`src/rtl/draw_engine_if.sv`:
```
`default_nettype none
// ============================================================================
// Module      : draw_engine_if
// Description : Request handshake and VGA plot bus between a game controller
//               (master) and the draw engine (slave).
// Revision    : 1.0 - initial release
// ============================================================================
interface draw_engine_if #(
    parameter int COL_W = 3
);
    logic             req_valid;
    logic             req_ready;
    logic             req_obj;
    logic [7:0]       req_x;
    logic [6:0]       req_y;
    logic [7:0]       req_w;
    logic [6:0]       req_h;
    logic [COL_W-1:0] req_colour;
    logic             req_erase;
    logic [7:0]       vga_x;
    logic [6:0]       vga_y;
    logic [COL_W-1:0] vga_colour;
    logic             vga_plot;
    logic             busy;
    logic             done;

    modport master (
        output req_valid, req_obj, req_x, req_y, req_w, req_h, req_colour, req_erase,
        input  req_ready, vga_x, vga_y, vga_colour, vga_plot, busy, done
    );

    modport slave (
        input  req_valid, req_obj, req_x, req_y, req_w, req_h, req_colour, req_erase,
        output req_ready, vga_x, vga_y, vga_colour, vga_plot, busy, done
    );
endinterface
`default_nettype wire

```
`src/rtl/draw_engine.sv`:
```
`default_nettype none
// ============================================================================
// Module      : draw_engine
// Description : Rasterises a wall column (with a gap) or a bird rectangle into
//               the VGA frame, one pixel per clock, with a done pulse at end.
// Revision    : 1.0 - initial release
// ============================================================================
module draw_engine #(
    parameter int               SCREEN_W  = 160,
    parameter int               SCREEN_H  = 120,
    parameter int               GAP_H     = 40,
    parameter int               COL_W     = 3,
    parameter logic [COL_W-1:0] BG_COLOUR = '0
) (
    input  wire               clk,
    input  wire               resetn,
    draw_engine_if.slave      bus
);

    typedef enum logic [1:0] {
        IDLE = 2'd0,
        DRAW = 2'd1,
        FIN  = 2'd2
    } state_t;

    state_t           state_q, state_d;

    // Captured command; colour already resolved against the erase flag
    logic             obj_q, obj_d;
    logic [7:0]       x_q, x_d;
    logic [6:0]       y_q, y_d;
    logic [7:0]       w_q, w_d;
    logic [6:0]       h_q, h_d;
    logic [COL_W-1:0] colour_q, colour_d;

    // Raster position of the pixel currently on the outputs
    logic [7:0]       cx_q, cx_d;
    logic [6:0]       cy_q, cy_d;

    logic [7:0]       vga_x_q, vga_x_d;
    logic [6:0]       vga_y_q, vga_y_d;
    logic [COL_W-1:0] vga_colour_q, vga_colour_d;
    logic             vga_plot_q, vga_plot_d;
    logic             busy_q, busy_d;
    logic             done_q, done_d;
    logic             req_ready_q, req_ready_d;

    logic             emit;
    logic             last;
    logic [8:0]       px;
    logic [7:0]       py;
    logic [7:0]       gap_end;

    // Next-state, counter advance and next pixel for the registered outputs
    always_comb begin
        state_d      = state_q;
        obj_d        = obj_q;
        x_d          = x_q;
        y_d          = y_q;
        w_d          = w_q;
        h_d          = h_q;
        colour_d     = colour_q;
        cx_d         = cx_q;
        cy_d         = cy_q;
        vga_x_d      = vga_x_q;
        vga_y_d      = vga_y_q;
        vga_colour_d = vga_colour_q;
        vga_plot_d   = 1'b0;
        busy_d       = 1'b0;
        done_d       = 1'b0;
        req_ready_d  = 1'b0;
        emit         = 1'b0;
        last         = (cx_q == w_q - 8'd1) && (cy_q == h_q - 7'd1);

        case (state_q)
            IDLE: begin
                req_ready_d = 1'b1;
                if (bus.req_valid) begin
                    req_ready_d = 1'b0;
                    if ((bus.req_w == 8'd0) || (bus.req_obj && (bus.req_h == 7'd0))) begin
                        // Nothing to rasterise: acknowledge straight away
                        state_d = FIN;
                        done_d  = 1'b1;
                    end else begin
                        obj_d    = bus.req_obj;
                        x_d      = bus.req_x;
                        y_d      = bus.req_y;
                        w_d      = bus.req_w;
                        h_d      = bus.req_obj ? bus.req_h : 7'(SCREEN_H);
                        colour_d = bus.req_erase ? BG_COLOUR : bus.req_colour;
                        cx_d     = 8'd0;
                        cy_d     = 7'd0;
                        state_d  = DRAW;
                        busy_d   = 1'b1;
                        emit     = 1'b1;
                    end
                end
            end
            DRAW: begin
                if (last) begin
                    state_d = FIN;
                    done_d  = 1'b1;
                end else begin
                    busy_d = 1'b1;
                    emit   = 1'b1;
                    if (cx_q == w_q - 8'd1) begin
                        cx_d = 8'd0;
                        cy_d = cy_q + 7'd1;
                    end else begin
                        cx_d = cx_q + 8'd1;
                    end
                end
            end
            FIN: begin
                state_d     = IDLE;
                req_ready_d = 1'b1;
            end
            default: begin
                state_d     = IDLE;
                req_ready_d = 1'b1;
            end
        endcase

        // One bit of headroom so wrap-around lands off-screen instead of visible
        px      = {1'b0, x_d} + {1'b0, cx_d};
        py      = obj_d ? ({1'b0, y_d} + {1'b0, cy_d}) : {1'b0, cy_d};
        gap_end = {1'b0, y_d} + 8'(GAP_H);

        if (emit) begin
            vga_x_d      = px[7:0];
            vga_y_d      = py[6:0];
            vga_colour_d = colour_d;
            vga_plot_d   = (px < 9'(SCREEN_W)) && (py < 8'(SCREEN_H)) &&
                           !(!obj_d && (py >= {1'b0, y_d}) && (py < gap_end));
        end
    end

    // State and output registers; reset aborts any command without a done pulse
    always_ff @(posedge clk) begin
        if (!resetn) begin
            state_q      <= IDLE;
            obj_q        <= 1'b0;
            x_q          <= 8'd0;
            y_q          <= 7'd0;
            w_q          <= 8'd0;
            h_q          <= 7'd0;
            colour_q     <= '0;
            cx_q         <= 8'd0;
            cy_q         <= 7'd0;
            vga_x_q      <= 8'd0;
            vga_y_q      <= 7'd0;
            vga_colour_q <= '0;
            vga_plot_q   <= 1'b0;
            busy_q       <= 1'b0;
            done_q       <= 1'b0;
            req_ready_q  <= 1'b1;
        end else begin
            state_q      <= state_d;
            obj_q        <= obj_d;
            x_q          <= x_d;
            y_q          <= y_d;
            w_q          <= w_d;
            h_q          <= h_d;
            colour_q     <= colour_d;
            cx_q         <= cx_d;
            cy_q         <= cy_d;
            vga_x_q      <= vga_x_d;
            vga_y_q      <= vga_y_d;
            vga_colour_q <= vga_colour_d;
            vga_plot_q   <= vga_plot_d;
            busy_q       <= busy_d;
            done_q       <= done_d;
            req_ready_q  <= req_ready_d;
        end
    end

    assign bus.req_ready  = req_ready_q;
    assign bus.vga_x      = vga_x_q;
    assign bus.vga_y      = vga_y_q;
    assign bus.vga_colour = vga_colour_q;
    assign bus.vga_plot   = vga_plot_q;
    assign bus.busy       = busy_q;
    assign bus.done       = done_q;

endmodule
`default_nettype wire

```
`src/flat_wrapper.sv`:
```
// flat-port wrapper written by rule: the top's interface ports become plain ports
module draw_engine_flat 
#(
    parameter int               SCREEN_W  = 160,
    parameter int               SCREEN_H  = 120,
    parameter int               GAP_H     = 40,
    parameter int               COL_W     = 3,
    parameter logic [COL_W-1:0] BG_COLOUR = '0
)
  (clk, resetn, bus_req_valid, bus_req_obj, bus_req_x, bus_req_y, bus_req_w, bus_req_h, bus_req_colour, bus_req_erase, bus_req_ready, bus_vga_x, bus_vga_y, bus_vga_colour, bus_vga_plot, bus_busy, bus_done);
  draw_engine_if #(.COL_W(COL_W)) bus_i ();
  input  wire clk;
  input  wire resetn;
  input wire logic [$bits(bus_i.req_valid)-1:0] bus_req_valid;
  input wire logic [$bits(bus_i.req_obj)-1:0] bus_req_obj;
  input wire logic [$bits(bus_i.req_x)-1:0] bus_req_x;
  input wire logic [$bits(bus_i.req_y)-1:0] bus_req_y;
  input wire logic [$bits(bus_i.req_w)-1:0] bus_req_w;
  input wire logic [$bits(bus_i.req_h)-1:0] bus_req_h;
  input wire logic [$bits(bus_i.req_colour)-1:0] bus_req_colour;
  input wire logic [$bits(bus_i.req_erase)-1:0] bus_req_erase;
  output wire logic [$bits(bus_i.req_ready)-1:0] bus_req_ready;
  output wire logic [$bits(bus_i.vga_x)-1:0] bus_vga_x;
  output wire logic [$bits(bus_i.vga_y)-1:0] bus_vga_y;
  output wire logic [$bits(bus_i.vga_colour)-1:0] bus_vga_colour;
  output wire logic [$bits(bus_i.vga_plot)-1:0] bus_vga_plot;
  output wire logic [$bits(bus_i.busy)-1:0] bus_busy;
  output wire logic [$bits(bus_i.done)-1:0] bus_done;
  assign bus_i.req_valid = bus_req_valid;
  assign bus_i.req_obj = bus_req_obj;
  assign bus_i.req_x = bus_req_x;
  assign bus_i.req_y = bus_req_y;
  assign bus_i.req_w = bus_req_w;
  assign bus_i.req_h = bus_req_h;
  assign bus_i.req_colour = bus_req_colour;
  assign bus_i.req_erase = bus_req_erase;
  assign bus_req_ready = bus_i.req_ready;
  assign bus_vga_x = bus_i.vga_x;
  assign bus_vga_y = bus_i.vga_y;
  assign bus_vga_colour = bus_i.vga_colour;
  assign bus_vga_plot = bus_i.vga_plot;
  assign bus_busy = bus_i.busy;
  assign bus_done = bus_i.done;
  draw_engine #(.SCREEN_W(SCREEN_W), .SCREEN_H(SCREEN_H), .GAP_H(GAP_H), .COL_W(COL_W), .BG_COLOUR(BG_COLOUR)) u_core (.clk(clk), .resetn(resetn), .bus(bus_i));
endmodule
```
`config.mk`:
```
export PLATFORM = sky130hd
export DESIGN_NAME = draw_engine_flat
export DESIGN_NICKNAME = d
export VERILOG_FILES = /design/src/rtl/draw_engine_if.sv /design/src/rtl/draw_engine.sv /design/src/flat_wrapper.sv
export SDC_FILE = /design/constraint.sdc
export NUM_CORES = 1
export LEC_CHECK = 0
export ABC_CLOCK_PERIOD_IN_PS = 8560
export CORE_UTILIZATION = 30
export CTS_BUF_LIST = sky130_fd_sc_hd__clkbuf_2 sky130_fd_sc_hd__clkbuf_4 sky130_fd_sc_hd__clkbuf_8
export CTS_CLUSTER_DIAMETER = 80
export CTS_CLUSTER_SIZE = 14
export DETAILED_ROUTE_END_ITERATION = 10
export SYNTH_ARGS = -nofsm -noshare
export SYNTH_HDL_FRONTEND = slang
export SYNTH_SLANG_ARGS = --single-unit
export TNS_END_PERCENT = 100
```
`constraint.sdc`:
```
create_clock -name clk -period 8.56 [get_ports clk]
set_input_delay 2.14 -clock clk [delete_from_list [all_inputs] [get_ports clk]]
set_output_delay 2.14 -clock clk [all_outputs]
set_load 0.1 [all_outputs]
```
# ---- Yosys cells after proc, flatten, opt, wreduce, memory -nomap -nowiden
# Index checks and enable logic that the tools add are counted.
dict set report classes {
  n_eq_ne 5
  n_lt_le_gt_ge 4
  n_bitwise 1
  mux 39
  n_reduce_logical 15
  addsub 7
}
# op n
set ops {}
lappend ops {{$mux W8} 8}
lappend ops {{$mux W7} 8}
lappend ops {{$pmux W8 S2} 1}
lappend ops {{$pmux W7 S2} 1}
lappend ops {{$mux W3} 4}
lappend ops {{$mux W1} 10}
lappend ops {{$add A8 B8 Y9} 1}
lappend ops {{$lt A9 B8 Y1 const B} 1}
lappend ops {{$add A7 B6 Y8 const B} 1}
lappend ops {{$add A7 B7 Y8} 1}
lappend ops {{$add A8 B1 Y8 const B} 1}
lappend ops {{$eq A8 B8 Y1} 1}
lappend ops {{$ge A8 B7 Y1} 1}
lappend ops {{$logic_not A8 Y1} 1}
lappend ops {{$lt A8 B7 Y1 const B} 1}
lappend ops {{$lt A8 B8 Y1} 1}
lappend ops {{$sub A8 B1 Y8 const B} 1}
lappend ops {{$add A7 B1 Y7 const B} 1}
lappend ops {{$eq A7 B7 Y1} 1}
lappend ops {{$logic_not A7 Y1} 1}
lappend ops {{$sub A7 B1 Y7 const B} 1}
lappend ops {{$logic_and A1 B1 Y1} 6}
lappend ops {{$mux W2} 3}
lappend ops {{$pmux W1 S2} 3}
lappend ops {{10 further kinds} 12}
dict set report totals {
  regBits 73
  in_bits 38
  out_inout_bits 22
  wordCells 87
}

# ---- Logic depth before layout (Yosys ltp)
dict set report depth {
  ltp_word 13
  ltp_mapped 26
  ltp_nobuf 25
}

# ---- Least setup slack after synthesis
# No wires, ideal clock.
dict set report synth_path {
  kind {input to register}
  start {in bus_req_obj}
  end {reg u_core.vga_plot_q (netlist: u_core.bus.vga_plot)}
  setup_time_ps 141
  path_stages 25
  path_slack_ps 1716
  n_path_buf 4
  t_required_ps 8419
  arrival_time_ps 6702
  path_cell_list {buf_2 nor2b_1 and3_1 clkbuf_1 nor3_1 clkbuf_1 clkbuf_1 nand2_1 nand2_1 ha_1 inv_1 a2111o_1 nand3_1 a21oi_1 xnor2_1 mux2_4 ha_1 a21oi_1 o21a_1 o21a_1 o21a_1 o21ai_0 or4b_2 nand4b_1 a41oi_1}
}
dict set report synth_between {
  elab_cells_between_ends 35
  cone_classes {3 x add/sub; 4 x order compare; 19 x mux; 9 x reduce/logical}
}
# element line_no
set synth_lines {}
lappend synth_lines {{start, declared} flat_wrapper.sv:15} ;# input wire logic [$bits(bus_i.req_obj)-1:0] bus_req_obj;
lappend synth_lines {{$logic_and A1 B1 Y1} draw_engine.sv:80} ;# if ((bus.req_w == 8'd0) || (bus.req_obj && (bus.req_h == 7'd0))) begin
lappend synth_lines {{$logic_or A1 B1 Y1} draw_engine.sv:80}
lappend synth_lines {{$mux W7} draw_engine.sv:80}
lappend synth_lines {{$mux W7} draw_engine.sv:78} ;# if (bus.req_valid) begin
lappend synth_lines {{$mux W7} draw_engine.sv:75} ;# case (state_q)
lappend synth_lines {{$add A7 B6 Y8} draw_engine.sv:127} ;# gap_end = {1'b0, y_d} + 8'(GAP_H);
lappend synth_lines {{named net u_core.gap_end[0]} draw_engine.sv:52} ;# logic [7:0] gap_end;
lappend synth_lines {{$lt A8 B8 Y1} draw_engine.sv:134} ;# !(!obj_d && (py >= {1'b0, y_d}) && (py < gap_end));
lappend synth_lines {{$logic_and A1 B1 Y1} draw_engine.sv:134}
lappend synth_lines {{$logic_not A1 Y1} draw_engine.sv:134}
lappend synth_lines {{$logic_and A1 B1 Y1} draw_engine.sv:133} ;# vga_plot_d = (px < 9'(SCREEN_W)) && (py < 8'(SCREEN_H)) &&
lappend synth_lines {{end signal, assigned} draw_engine.sv:170} ;# vga_plot_q <= vga_plot_d;
lappend synth_lines {{end, declared} draw_engine.sv:43} ;# logic vga_plot_q, vga_plot_d;
# The timed path passes the listed nets, and every way through them passes these cells.
# A chain may end at the register's enable or synchronous reset.

# ---- Final worst setup path
dict set report layout_path {
  start {in bus_req_w[0]}
  end {reg u_core.vga_plot_q (netlist: u_core.bus.vga_plot)}
}
dict set report layout_between {
  elab_chain_cells 12
  elab_cells_between_ends 35
  cone_classes {3 x add/sub; 4 x order compare; 19 x mux; 9 x reduce/logical}
}
# element line_no
set layout_rtl {}
lappend layout_rtl {{start, declared} flat_wrapper.sv:18} ;# input wire logic [$bits(bus_i.req_w)-1:0] bus_req_w;
lappend layout_rtl {{$logic_not A8 Y1 *} draw_engine.sv:80}
lappend layout_rtl {{$logic_or A1 B1 Y1 *} draw_engine.sv:80}
lappend layout_rtl {{$mux W7 *} draw_engine.sv:80}
lappend layout_rtl {{$mux W7 *} draw_engine.sv:78}
lappend layout_rtl {{$pmux W7 S2 *} draw_engine.sv:75}
lappend layout_rtl {{named net u_core.cy_d[0]} draw_engine.sv:38} ;# logic [6:0] cy_q, cy_d;
lappend layout_rtl {{$add A7 B7 Y8 *} draw_engine.sv:126} ;# py = obj_d ? ({1'b0, y_d} + {1'b0, cy_d}) : {1'b0, cy_d};
lappend layout_rtl {{$mux W8 *} draw_engine.sv:126}
lappend layout_rtl {{named net u_core.py[3]} draw_engine.sv:51} ;# logic [7:0] py;
lappend layout_rtl {{$ge A8 B7 Y1} draw_engine.sv:134}
lappend layout_rtl {{$logic_and A1 B1 Y1 (2 in series)} draw_engine.sv:134}
lappend layout_rtl {{$logic_not A1 Y1} draw_engine.sv:134}
lappend layout_rtl {{$logic_and A1 B1 Y1 *} draw_engine.sv:133}
# Mark *: on every way through the listed nets, which the timed path passes. The rest lies on a longest branch.

==> impl_metrics.sql <==
INSERT INTO impl_metrics (metric_group, metric, value, unit) VALUES
('detailed_routing', 'vias', '4070', ''),
('synthesis', 'postSynth.topFlopCell', 'sky130_fd_sc_hd__dfxtp_1', ''),
('sta', 'slew_viol_final', '0', ''),
('sta', 'max-slew-margin-rel', '0.328', ''),
('layout', 'final_cell_mix', '78 x sky130_fd_sc_hd__nand2_1, 73 x sky130_fd_sc_hd__dfxtp_1, 59 x sky130_fd_sc_hd__clkdlybuf4s50_1', ''),
('clock_network', 'cts_resized', '0', ''),
('detailed_routing', 'wl', '11900', 'microns'),
('global_routing', 'grt_first_pass_wirelength', '20100', 'microns'),
('pwr', 'cellPowerDensity', '171', 'nW/um^2'),
('clock_network', 'clk_transition_reported_paths', '80', 'ps'),
('placed_design', 'dpl.cell_count', '782', ''),
('synthesis', 'synth_seq_cells', '73', ''),
('clock_network', 'htreeDepth', '3', ''),
('synthesis', 'synthesis.area', '4540', 'sq um'),
('synthesis', 'synth_area_per_cell', '8.06', 'sq um'),
('synthesis', 'synthesis.instances', '563', ''),
('sta', 'max_slew.worst_pin.slew', '1010', 'ps'),
('placed_design', 'io_buffers', '59', ''),
('synthesis', 'async_flop_share', '0', ''),
('global_routing', 'first_global_vias', '4163', ''),
('critical_path', 'wp_data_required', '8780', 'ps'),
('die', 'start_util', '0.310', ''),
('layout', 'drive_gt1_frac', '0.0733', ''),
('sta', 'fmax', '135', 'MHz'),
('layout', 'stdcell_area', '5480', 'sq um'),
('detailed_routing', 'routed_via_density', '5.10', ''),
('synthesis', 'syn_nets', '634', ''),
('run_status', 'violations', 'DRC', ''),
('sta', 'post_layout_minimum_cycle_time', '7380', 'ps'),
('pwr', 'design_power_total', '935', 'uW'),
('sta', 'skew', '10.5', 'ps'),
('layout', 'mostFrequentLayoutCell', 'sky130_fd_sc_hd__nand2_1', ''),
('global_routing', 'largest_net_degree_at_the_start_of_global_routing', '58', ''),
('sta', 'totalNegativeSetupSlack', '0', 'ps'),
('clock_network', 'cts_buffer_depth', '2', ''),
('critical_path', 'path_class', 'primary input to register', ''),
('layout', 'finish.cell_count_without_fillers', '798', ''),
('die', 'fp.dieW', '125', 'microns'),
('layout', 'areaGrowthSynthToFinish', '20.8', '%'),
('pwr', 'ir_drop', '84.0', 'uV'),
('detailed_routing', 'routed_wire_length_per_instance', '14.9', 'microns'),
('clock_network', 'cts_buffers', '9', ''),
('detailed_routing', 'initialDrtViolationCount', '231', ''),
('layout', 'multi_input_logic_area', '2860', 'sq um'),
('min_path', 'worst_hold_path_type', 'register to register', ''),
('detailed_routing', 'detailedRoute.firstPassIterationCount', '9', ''),
('placed_design', 'dpl.hpwl', '8700', 'microns'),
('critical_path', 'timing.critical_path.to_type', 'register', ''),
('synthesis', 'ys_seq_area_frac', '0.322', ''),
('clock_network', 'cts-hold-fix-buffers', '0', ''),
('layout', 'seqCellArea', '1460', 'sq um'),
('die', 'core', '14600', 'sq um'),
('clock_network', 'root_buffer_master', 'sky130_fd_sc_hd__clkbuf_8', ''),
('placed_design', 'placedInstanceArea', '5280', 'sq um'),
('clock_network', 'cts_tree', 'done', ''),
('synthesis', 'number_of_flops_mapped_to_enable_cells_by_yosys', '0', ''),
('critical_path', 'critical_path.startpoint_type', 'primary input', ''),
('die', 'die-area', '15600', 'sq um'),
('sta', 'timing_hold_violations_final', '0', ''),
('die', 'dieHeight', '125', 'microns'),
('die', 'boundaryPins', '60', ''),
('detailed_routing', 'final_antenna_net_count', '0', ''),
('critical_path', 'critPathArrivalTime', '7610', 'ps'),
('synthesis', 'synth_cell_type_count', '68', ''),
('layout', 'fillers', '1525', ''),
('global_routing', 'initial_antenna_violation_count', '0', ''),
('synthesis', 'number_of_synthesis_warnings', '0', ''),
('layout', 'num-nets-final', '680', ''),
('sta', 'final_min_period_over_clock_period', '0.863', ''),
('global_routing', 'grt_overflow_total', '0', ''),
('global_routing', 'global_route.usage.total', '0.159', ''),
('placed_design', 'globalplace.congestion', '0.832', ''),
('run', 'max_cap_violations', '0', ''),
('pwr', 'leakage', '2.27', 'nW'),
('clock_network', 'cts_setup_buffers', '0', ''),
('die', 'fp-row-count', '44', ''),
('sta', 'setup-violations-final', '0', ''),
('clock_network', 'later_pin_clock_latency_in_the_skew_report', '360', 'ps'),
('run_status', 'run_status', 'finished, violations left', ''),
('critical_path', 'critical_path_peak_fanout', '15', ''),
('clock_network', 'clkSinkCount', '73', ''),
('detailed_routing', 'drt_drc_violations_left', '6', ''),
('sta', 'setup_repair_after_global_routing_missed_its_margin', 'no', ''),
('layout', 'antenna_cells', '0', '');
==> per-stage QoR <==
| stage | worst slack [ps] | hold slack, ps | util |
|---|---|---|---|
| floorplan | 1720 | 444 | - |
| global placement | 968 | 446 | 0.361 |
| detailed placement | 815 | 452 | 0.361 |
| CTS | 1190 | 466 | 0.374 |
| global route | 852 | 481 | 0.374 |
| finish | 1180 | 461 | 0.374 |
==> report_power, final <==
part	switching (mW)	internal (mW)
Sequential	0.0173	0.361
Combinational	0.177	0.0975
Clock	0.143	0.139
Total	0.338	0.597
==> cell usage after synthesis, types with 2 or more instances <==
library cell	instances	area, sq um
sky130_fd_sc_hd__a31oi_1	2	12.5
sky130_fd_sc_hd__o21ai_1	3	15.0
sky130_fd_sc_hd__and2_1	9	56.3
sky130_fd_sc_hd__nor2b_1	5	31.3
sky130_fd_sc_hd__a41oi_1	2	17.5
sky130_fd_sc_hd__o41ai_1	2	17.5
sky130_fd_sc_hd__o31ai_1	6	45.0
sky130_fd_sc_hd__o211ai_1	2	15.0
sky130_fd_sc_hd__and3_1	4	25.0
sky130_fd_sc_hd__a21oi_1	48	240
sky130_fd_sc_hd__xor2_1	9	78.8
sky130_fd_sc_hd__a311oi_1	3	26.3
sky130_fd_sc_hd__mux2_2	4	45.0
sky130_fd_sc_hd__a2111oi_0	2	17.5
sky130_fd_sc_hd__buf_2	2	10.0
sky130_fd_sc_hd__clkbuf_1	26	97.6
sky130_fd_sc_hd__ha_1	32	400
sky130_fd_sc_hd__mux2i_1	10	100
sky130_fd_sc_hd__nand3_1	9	45.0
sky130_fd_sc_hd__nor3_1	19	95.1
sky130_fd_sc_hd__a21o_1	4	30.0
sky130_fd_sc_hd__dfxtp_1	73	1460
sky130_fd_sc_hd__o21ba_2	3	30.0
sky130_fd_sc_hd__nor2_1	52	195
sky130_fd_sc_hd__nand2_1	78	293
sky130_fd_sc_hd__o21bai_1	5	37.5
sky130_fd_sc_hd__or4_1	3	22.5
sky130_fd_sc_hd__nand4_1	5	31.3
sky130_fd_sc_hd__or2_2	2	12.5
sky130_fd_sc_hd__nor4_1	3	18.8
sky130_fd_sc_hd__or3_1	9	56.3
sky130_fd_sc_hd__or3b_1	2	17.5
sky130_fd_sc_hd__o211a_1	5	50.1
sky130_fd_sc_hd__o21ai_0	19	95.1
sky130_fd_sc_hd__xnor2_1	26	228
sky130_fd_sc_hd__o21a_1	5	37.5
sky130_fd_sc_hd__nor3b_1	4	30.0
sky130_fd_sc_hd__a211oi_1	6	45.0
sky130_fd_sc_hd__inv_1	26	97.6
sky130_fd_sc_hd__nand2b_1	5	31.3
sky130_fd_sc_hd__or4_4	2	22.5
==> metal layers <==
layer | global-route usage | part of all wire
met2 | 0.262 | 0.44
met4 | 0.0452 | 0.0094
met3 | 0.0398 | 0.047
met1 | 0.206 | 0.50
met5 | 0 | 0
==> registers in the layout, indices dropped and copies added, names as in the netlist, 2 cells and up <==
name                   flops
u_core.state_q             2
u_core.cy_q                7
u_core.bus.vga_y           7
u_core.bus.vga_x           8
u_core.bus.vga_colour      3
u_core.x_q                 8
u_core.h_q                 7
u_core.colour_q            3
u_core.cx_q                8
u_core.y_q                 7
u_core.w_q                 8
==> path summary, 6_finish.rpt <==
kind / from / end / slack (ps) / depth (start not counted)
setup / recovery: bus_req_w[0] / u_core.bus.vga_plot / 1180 / 22
hold reg to reg: u_core.bus.vga_x[1] / u_core.bus.vga_x[1] / 460 / 2
hold / removal: u_core.bus.vga_x[1] / u_core.bus.vga_x[1] / 460 / 2
setup reg to reg: u_core.h_q[0] / u_core.bus.vga_plot / 2180 / 25
==> critical path, stage by stage <==
cell,delay (ps)
sky130_fd_sc_hd__clkdlybuf4s50_1,410
sky130_fd_sc_hd__or4_1,570
sky130_fd_sc_hd__nor2_1,370
sky130_fd_sc_hd__or3_1,510
sky130_fd_sc_hd__nand2_1,270
sky130_fd_sc_hd__mux2i_1,290
sky130_fd_sc_hd__ha_1,300
sky130_fd_sc_hd__inv_1,60
sky130_fd_sc_hd__a2111o_1,410
sky130_fd_sc_hd__nand3_1,110
sky130_fd_sc_hd__a21oi_1,90
sky130_fd_sc_hd__xnor2_1,130
sky130_fd_sc_hd__mux2_4,280
sky130_fd_sc_hd__ha_1,290
sky130_fd_sc_hd__a21oi_1,40
sky130_fd_sc_hd__o21a_1,170
sky130_fd_sc_hd__o21a_1,160
sky130_fd_sc_hd__o21a_1,160
sky130_fd_sc_hd__o21ai_0,110
sky130_fd_sc_hd__or4b_2,590
sky130_fd_sc_hd__nand4b_1,110
sky130_fd_sc_hd__a41oi_1,50
==> layout make-up <==
type	instances	share of cell area
inverter	26	0.0178
clock inverter	6	0.0123
multi-input combinational	434	0.521
sequential	73	0.267
tap	184	0.0420
clock buffer	10	0.0240
timing repair buffer	65	0.116
==> cells by family (layout without fill, tap and decap cells) <==
logic type                 after synthesis  in the layout  synth area share
AOI/OAI and AO/OA                      131            131             0.199
xor gates and xnor gates                35             35            0.0676
adders and majority gates               33             33            0.0927
buffers and inverters                   56            107            0.0494
DFF                                     73             73             0.322
muxes                                   15             15            0.0353
and+or+nand+nor                        220            220             0.234
No activity file was read; power rests on OpenSTA's default activity.
